## src/rtl/fixed_point_div_seq.sv

```systemverilog
// fixed_point_div_seq: multi-cycle signed Q(WIDTH-FRAC).FRAC restoring divider; define QDIV_SAT_EN to saturate on overflow instead of wrapping
module fixed_point_div_seq #(
  parameter int WIDTH = 16,
  parameter int FRAC  = 8
) (
  input  logic             clk,
  input  logic             rst,
  input  logic             in_valid,
  output logic             in_ready,
  input  logic [WIDTH-1:0] a,
  input  logic [WIDTH-1:0] b,
  output logic             out_valid,
  input  logic             out_ready,
  output logic [WIDTH-1:0] result,
  output logic             overflow,
  output logic             div_by_zero
);
  localparam int N  = WIDTH + FRAC;
  localparam int CW = $clog2(N + 1);
  localparam logic [N-1:0] LIM_P = N'((2 ** (WIDTH - 1)) - 1);
  localparam logic [N-1:0] LIM_N = N'(2 ** (WIDTH - 1));
  typedef enum logic [1:0] {IDLE, CALC, FIX, DONE} state_t;
  state_t            r_state;
  logic              r_sign;
  logic [WIDTH-1:0]  r_den;
  logic [WIDTH:0]    r_rem;
  logic [N-1:0]      r_q;
  logic [CW-1:0]     r_cnt;
  logic              r_in_ready;
  logic              r_out_valid;
  logic              r_ovf;
  logic              r_dbz;
  logic [WIDTH-1:0]  r_result;
  logic [WIDTH-1:0]  w_abs_a;
  logic [WIDTH-1:0]  w_abs_b;
  logic [WIDTH+1:0]  w_rem_sh;
  logic [WIDTH+1:0]  w_diff;
  logic              w_bit;
  logic              w_ovf;
  logic [WIDTH-1:0]  w_wrap;
  logic [WIDTH-1:0]  w_res;
  // operand magnitudes, one restoring step, and the final sign/overflow fix-up
  always_comb begin
    w_abs_a  = a[WIDTH-1] ? -a : a;
    w_abs_b  = b[WIDTH-1] ? -b : b;
    w_rem_sh = {r_rem, r_q[N-1]};
    w_diff   = w_rem_sh - {2'b00, r_den};
    w_bit    = ~w_diff[WIDTH+1];
    w_ovf    = r_sign ? (r_q > LIM_N) : (r_q > LIM_P);
    w_wrap   = r_sign ? -r_q[WIDTH-1:0] : r_q[WIDTH-1:0];
`ifdef QDIV_SAT_EN
    w_res    = w_ovf ? (r_sign ? {1'b1, {(WIDTH-1){1'b0}}} : {1'b0, {(WIDTH-1){1'b1}}}) : w_wrap;
`else
    w_res    = w_wrap;
`endif
  end
  // handshake FSM: accept, iterate one quotient bit per cycle, fix sign, hold result until taken
  always_ff @(posedge clk) begin
    if (rst) begin
      r_state     <= IDLE;
      r_in_ready  <= 1'b1;
      r_out_valid <= 1'b0;
      r_result    <= '0;
      r_ovf       <= 1'b0;
      r_dbz       <= 1'b0;
    end else begin
      case (r_state)
        IDLE: if (in_valid) begin
          r_in_ready <= 1'b0;
          r_sign     <= a[WIDTH-1] ^ b[WIDTH-1];
          r_den      <= w_abs_b;
          r_rem      <= '0;
          r_q        <= {w_abs_a, {FRAC{1'b0}}};
          r_cnt      <= CW'(N);
          r_ovf      <= 1'b0;
          r_dbz      <= (b == '0);
          if (b == '0) begin
            r_state     <= DONE;
            r_out_valid <= 1'b1;
            r_result    <= {1'b0, {(WIDTH-1){1'b1}}};
          end else begin
            r_state <= CALC;
          end
        end
        CALC: begin
          r_rem <= w_bit ? w_diff[WIDTH:0] : w_rem_sh[WIDTH:0];
          r_q   <= {r_q[N-2:0], w_bit};
          r_cnt <= r_cnt - 1'b1;
          if (r_cnt == CW'(1)) r_state <= FIX;
        end
        FIX: begin
          r_result    <= w_res;
          r_ovf       <= w_ovf;
          r_out_valid <= 1'b1;
          r_state     <= DONE;
        end
        DONE: if (out_ready) begin
          r_out_valid <= 1'b0;
          r_in_ready  <= 1'b1;
          r_state     <= IDLE;
        end
      endcase
    end
  end
  assign in_ready    = r_in_ready;
  assign out_valid   = r_out_valid;
  assign result      = r_result;
  assign overflow    = r_ovf;
  assign div_by_zero = r_dbz;
endmodule

```

## config.mk

```make
export PLATFORM = sky130hd
export DESIGN_NAME = fixed_point_div_seq
export DESIGN_NICKNAME = d
export VERILOG_FILES = /design/src/rtl/fixed_point_div_seq.sv
export SDC_FILE = /design/constraint.sdc
export NUM_CORES = 1
export LEC_CHECK = 0
export CORE_MARGIN = 2
export CORE_UTILIZATION = 50
export DETAILED_ROUTE_END_ITERATION = 10
export PLACE_DENSITY = 0.83
export REMOVE_ABC_BUFFERS = 1
export SETUP_SLACK_MARGIN = 0.15
export SLEW_MARGIN = 15
export SYNTH_ARGS = -nofsm -noshare
export SYNTH_HDL_FRONTEND = slang
export SYNTH_SLANG_ARGS = --single-unit
```

## constraint.sdc

```tcl
create_clock -name clk -period 3.55 [get_ports clk]
set_clock_uncertainty 0.05 [all_clocks]
set_input_delay 0.71 -clock clk [delete_from_list [all_inputs] [get_ports clk]]
set_output_delay 0.71 -clock clk [all_outputs]
set_load 0.03 [all_outputs]
```

==> impl_metrics.csv <==
group,metric,value,unit
run_status,status,"completed",
timing,fin_crit,2.940,ns
critical_path,path_cells,"clkdlybuf4s50_1 > or3_1 > or3_1 > or4_1 > o41ai_1 > xnor2_1",
timing,maxSlewHeadroom,48.83,%
critical_path,worstSetupStartpointType,"input pin",
cts,clockBufferDepth,2,
critical_path,crit_slowest_cell,"or4_1",
floorplanning,initial_utilization,51.72,%
floorplanning,rows,37,
timing,rsz0062_at_grt,"no",
cts,tritoncts,"done",
critical_path,crit_fanout,4,
finish,final_common_cell,"edfxtp_1",
floorplanning,num_io_pins,56,
finish,final_core_util,59.95,%
grt,antenna_found_initial,0,
finish,postLayoutCellArea,0.006245,sq mm
grt,gr-usage-met2,39.08,%
yosys,syn_inst,568,
yosys,async_reset_ff_share,0,%
yosys,ys.flop_type,"edfxtp_1",
yosys,ys_seq_elements,85,
power_and_ir_drop,powerDensity,660.1,mW/mm^2
yosys,synthesis.area,0.005388,sq mm
critical_path,slowest_delay,0.53,ns
grt,grt-ovfl-total,0,
floorplanning,core_area,0.01042,sq mm
cts,post_cts_buffers,0,
timing,setup_ws,0.6101,ns
cts,cts-resized-gates,0,
cts,cts.clk_slew.worst_paths,0.10,ns
routing,drtIter0Drc,378,
grt,grt_pass1_wl,20.76,mm
finish,drive_gt1_share,7.395,%
timing,finalHoldViolations,0,
routing,avgViaCountPerCell,6.120,
timing,finalSetupViolations,0,
cts,ctsHoldBuffers,0,
finish,final_cell_mix,"63 x edfxtp_1, 55 x clkdlybuf4s50_1, 51 x nand2_1",
routing,final_antenna_net_count,0,
grt,grt_pass1_vias,4438,
yosys,synth.avg_cell_area,9.485,sq um
critical_path,cp.buffers_inverters,1,
finish,multiInputGateArea,0.002793,sq mm
hold_path,hp-class,"flop to flop",
routing,wl,12.71,mm
timing,finalMaxSlewViolations,0,
critical_path,critPathKind,"input pin to flop",
critical_path,end_kind,"flop",
yosys,yosysSeqAreaShare,43.29,%
yosys,yosys_warnings,0,
critical_path,worst-endpoint-required,3.61,ns
cts,root_buffer,"clkbuf_8",
power_and_ir_drop,leakage,2.287,nW
finish,num-fill-cells,883,
finish,num_antenna_cells,0,
timing,fmax,340.1,MHz
run,drv_cap,0,
finish,nNetsFinal,679,
placed_design,place_ws,0.2722,ns
routing,firstDrtPassIters,5,
routing,drc,0,
cts,cts.sinks,85,
power_and_ir_drop,vdd_drop_max,0.3066,mV
placed_design,place.gp.congestion,0.9469,
grt,grt.total_usage,22.61,%
yosys,ys_types,66,
finish,final-seq-area,0.002332,sq mm
grt,top_usage_layer,"met2",
finish,syn_to_final_growth,15.91,%
critical_path,crit_family,"simple AND/OR/NAND/NOR gates",
routing,wl_per_cell,16.76,um
cts,cts_buffers,9,
routing,via_count,4639,
yosys,synth-edff-count,63,
critical_path,crit_top_cell,"or3_1",
floorplanning,die_h,107.8,um
floorplanning,die_width,107.8,um
critical_path,cp.arrival,3.00,ns
timing,period_share,82.81,%
timing,tns,0,ns
placed_design,dpl_cell_area,0.006063,sq mm
cts,h-tree-depth,3,
cts,clock_latency,0.38,ns
grt,use_met1,28.19,%
grt,grtUsageMet3,2.966,%
timing,worst_pin_slew,0.7666,ns
placed_design,dp_hpwl,9.265,mm
placed_design,portBuffers,55,
grt,grt_max_degree,54,
floorplanning,die_area,0.01162,sq mm
==> final cells by class <==
type                            instances  area share, %
Multi-Input combinational cell        418          44.72
Sequential cell                        85          37.35
Timing Repair Buffer                   65          10.02
Tap cell                              136          2.725
Inverter                               38          2.284
Clock buffer                           10          2.204
Clock inverter                          6         0.7013
==> sequential cells by signal, indices dropped and copies added, names as in the netlist <==
| name | count |
|---|---|
| r_rem | 17 |
| r_cnt | 5 |
| result | 16 |
| in_ready | 1 |
| r_state | 2 |
| div_by_zero | 1 |
| overflow | 1 |
| out_valid | 1 |
| r_sign | 1 |
| r_den | 16 |
| r_q | 24 |
==> stage by stage <==
step	std cells	total power, mW	hold slack (ns)
2_1_floorplan	541	2.864	0.4544
3_3_place_gp	742	3.360	0.4070
3_5_place_dp	742	3.456	0.4104
4_1_cts	758	4.107	0.4278
5_1_grt	758	4.380	0.4412
6_report	758	4.122	0.4299
==> routing by layer <==
layer,vias up,wire length [um]
met5,-,0
met4,0,352
met3,35,658
met2,167,6300
met1,2237,5396
li1,2200,-
==> cell usage after synthesis, types with 4 or more instances <==
library cell,instances,area [sq um]
nand3_1,12,60.06
xnor2_1,35,306.5
a21oi_1,34,170.2
nor2_1,35,131.4
edfxtp_1,63,1892
o31ai_1,16,120.1
nor3_1,7,35.03
and3_1,4,25.02
o211ai_1,10,75.07
mux2i_1,5,50.05
o21ai_0,44,220.2
nand2_1,51,191.4
dfxtp_1,22,440.4
xor2_1,15,131.4
o41ai_1,8,70.07
a21o_1,9,67.56
o22ai_1,14,87.58
ha_1,25,312.8
and2_1,7,43.79
nand4_1,5,31.28
or4_1,7,52.55
nor4_1,4,25.02
buf_2,6,30.03
nor2_2,6,37.54
inv_1,38,142.6
clkbuf_1,16,60.06
nand2b_1,10,62.56
or3_1,8,50.05
==> report_power, final <==
part	switching, mW	internal, mW	leakage [nW]
clock	0.375	0.279	0.0979
combinational	1.18	0.729	1.42
sequential	0.165	1.40	0.768
==> final timing paths <==
kind               start           to  slack [ns]  depth (start not counted)
max                 b[3]    r_den[11]        0.61                          6
min          div_by_zero  div_by_zero        0.43                          2
min reg2reg  div_by_zero  div_by_zero        0.43                          2
max reg2reg    r_rem[11]     r_rem[5]        0.64                          8
==> worst min-delay path, cell delays in order (launching register included) <==
cell and delay, ns:
dfxtp_1 0.33, nand2_1 0.05, a21oi_1 0.06
==> cell families (layout without fill, tap and decap cells) <==
group,count (synthesis),after routing,synth area share (%)
DFF,85,85,43.29
AOI/OAI and AO/OA,165,165,19.72
and+or+nand+nor,170,170,16.19
adders and majority gates,26,26,6.177
muxes,7,7,1.417
xor gates and xnor gates,50,50,8.128
buffers and inverters,65,119,5.086
(Power assumes the default switching activity.)
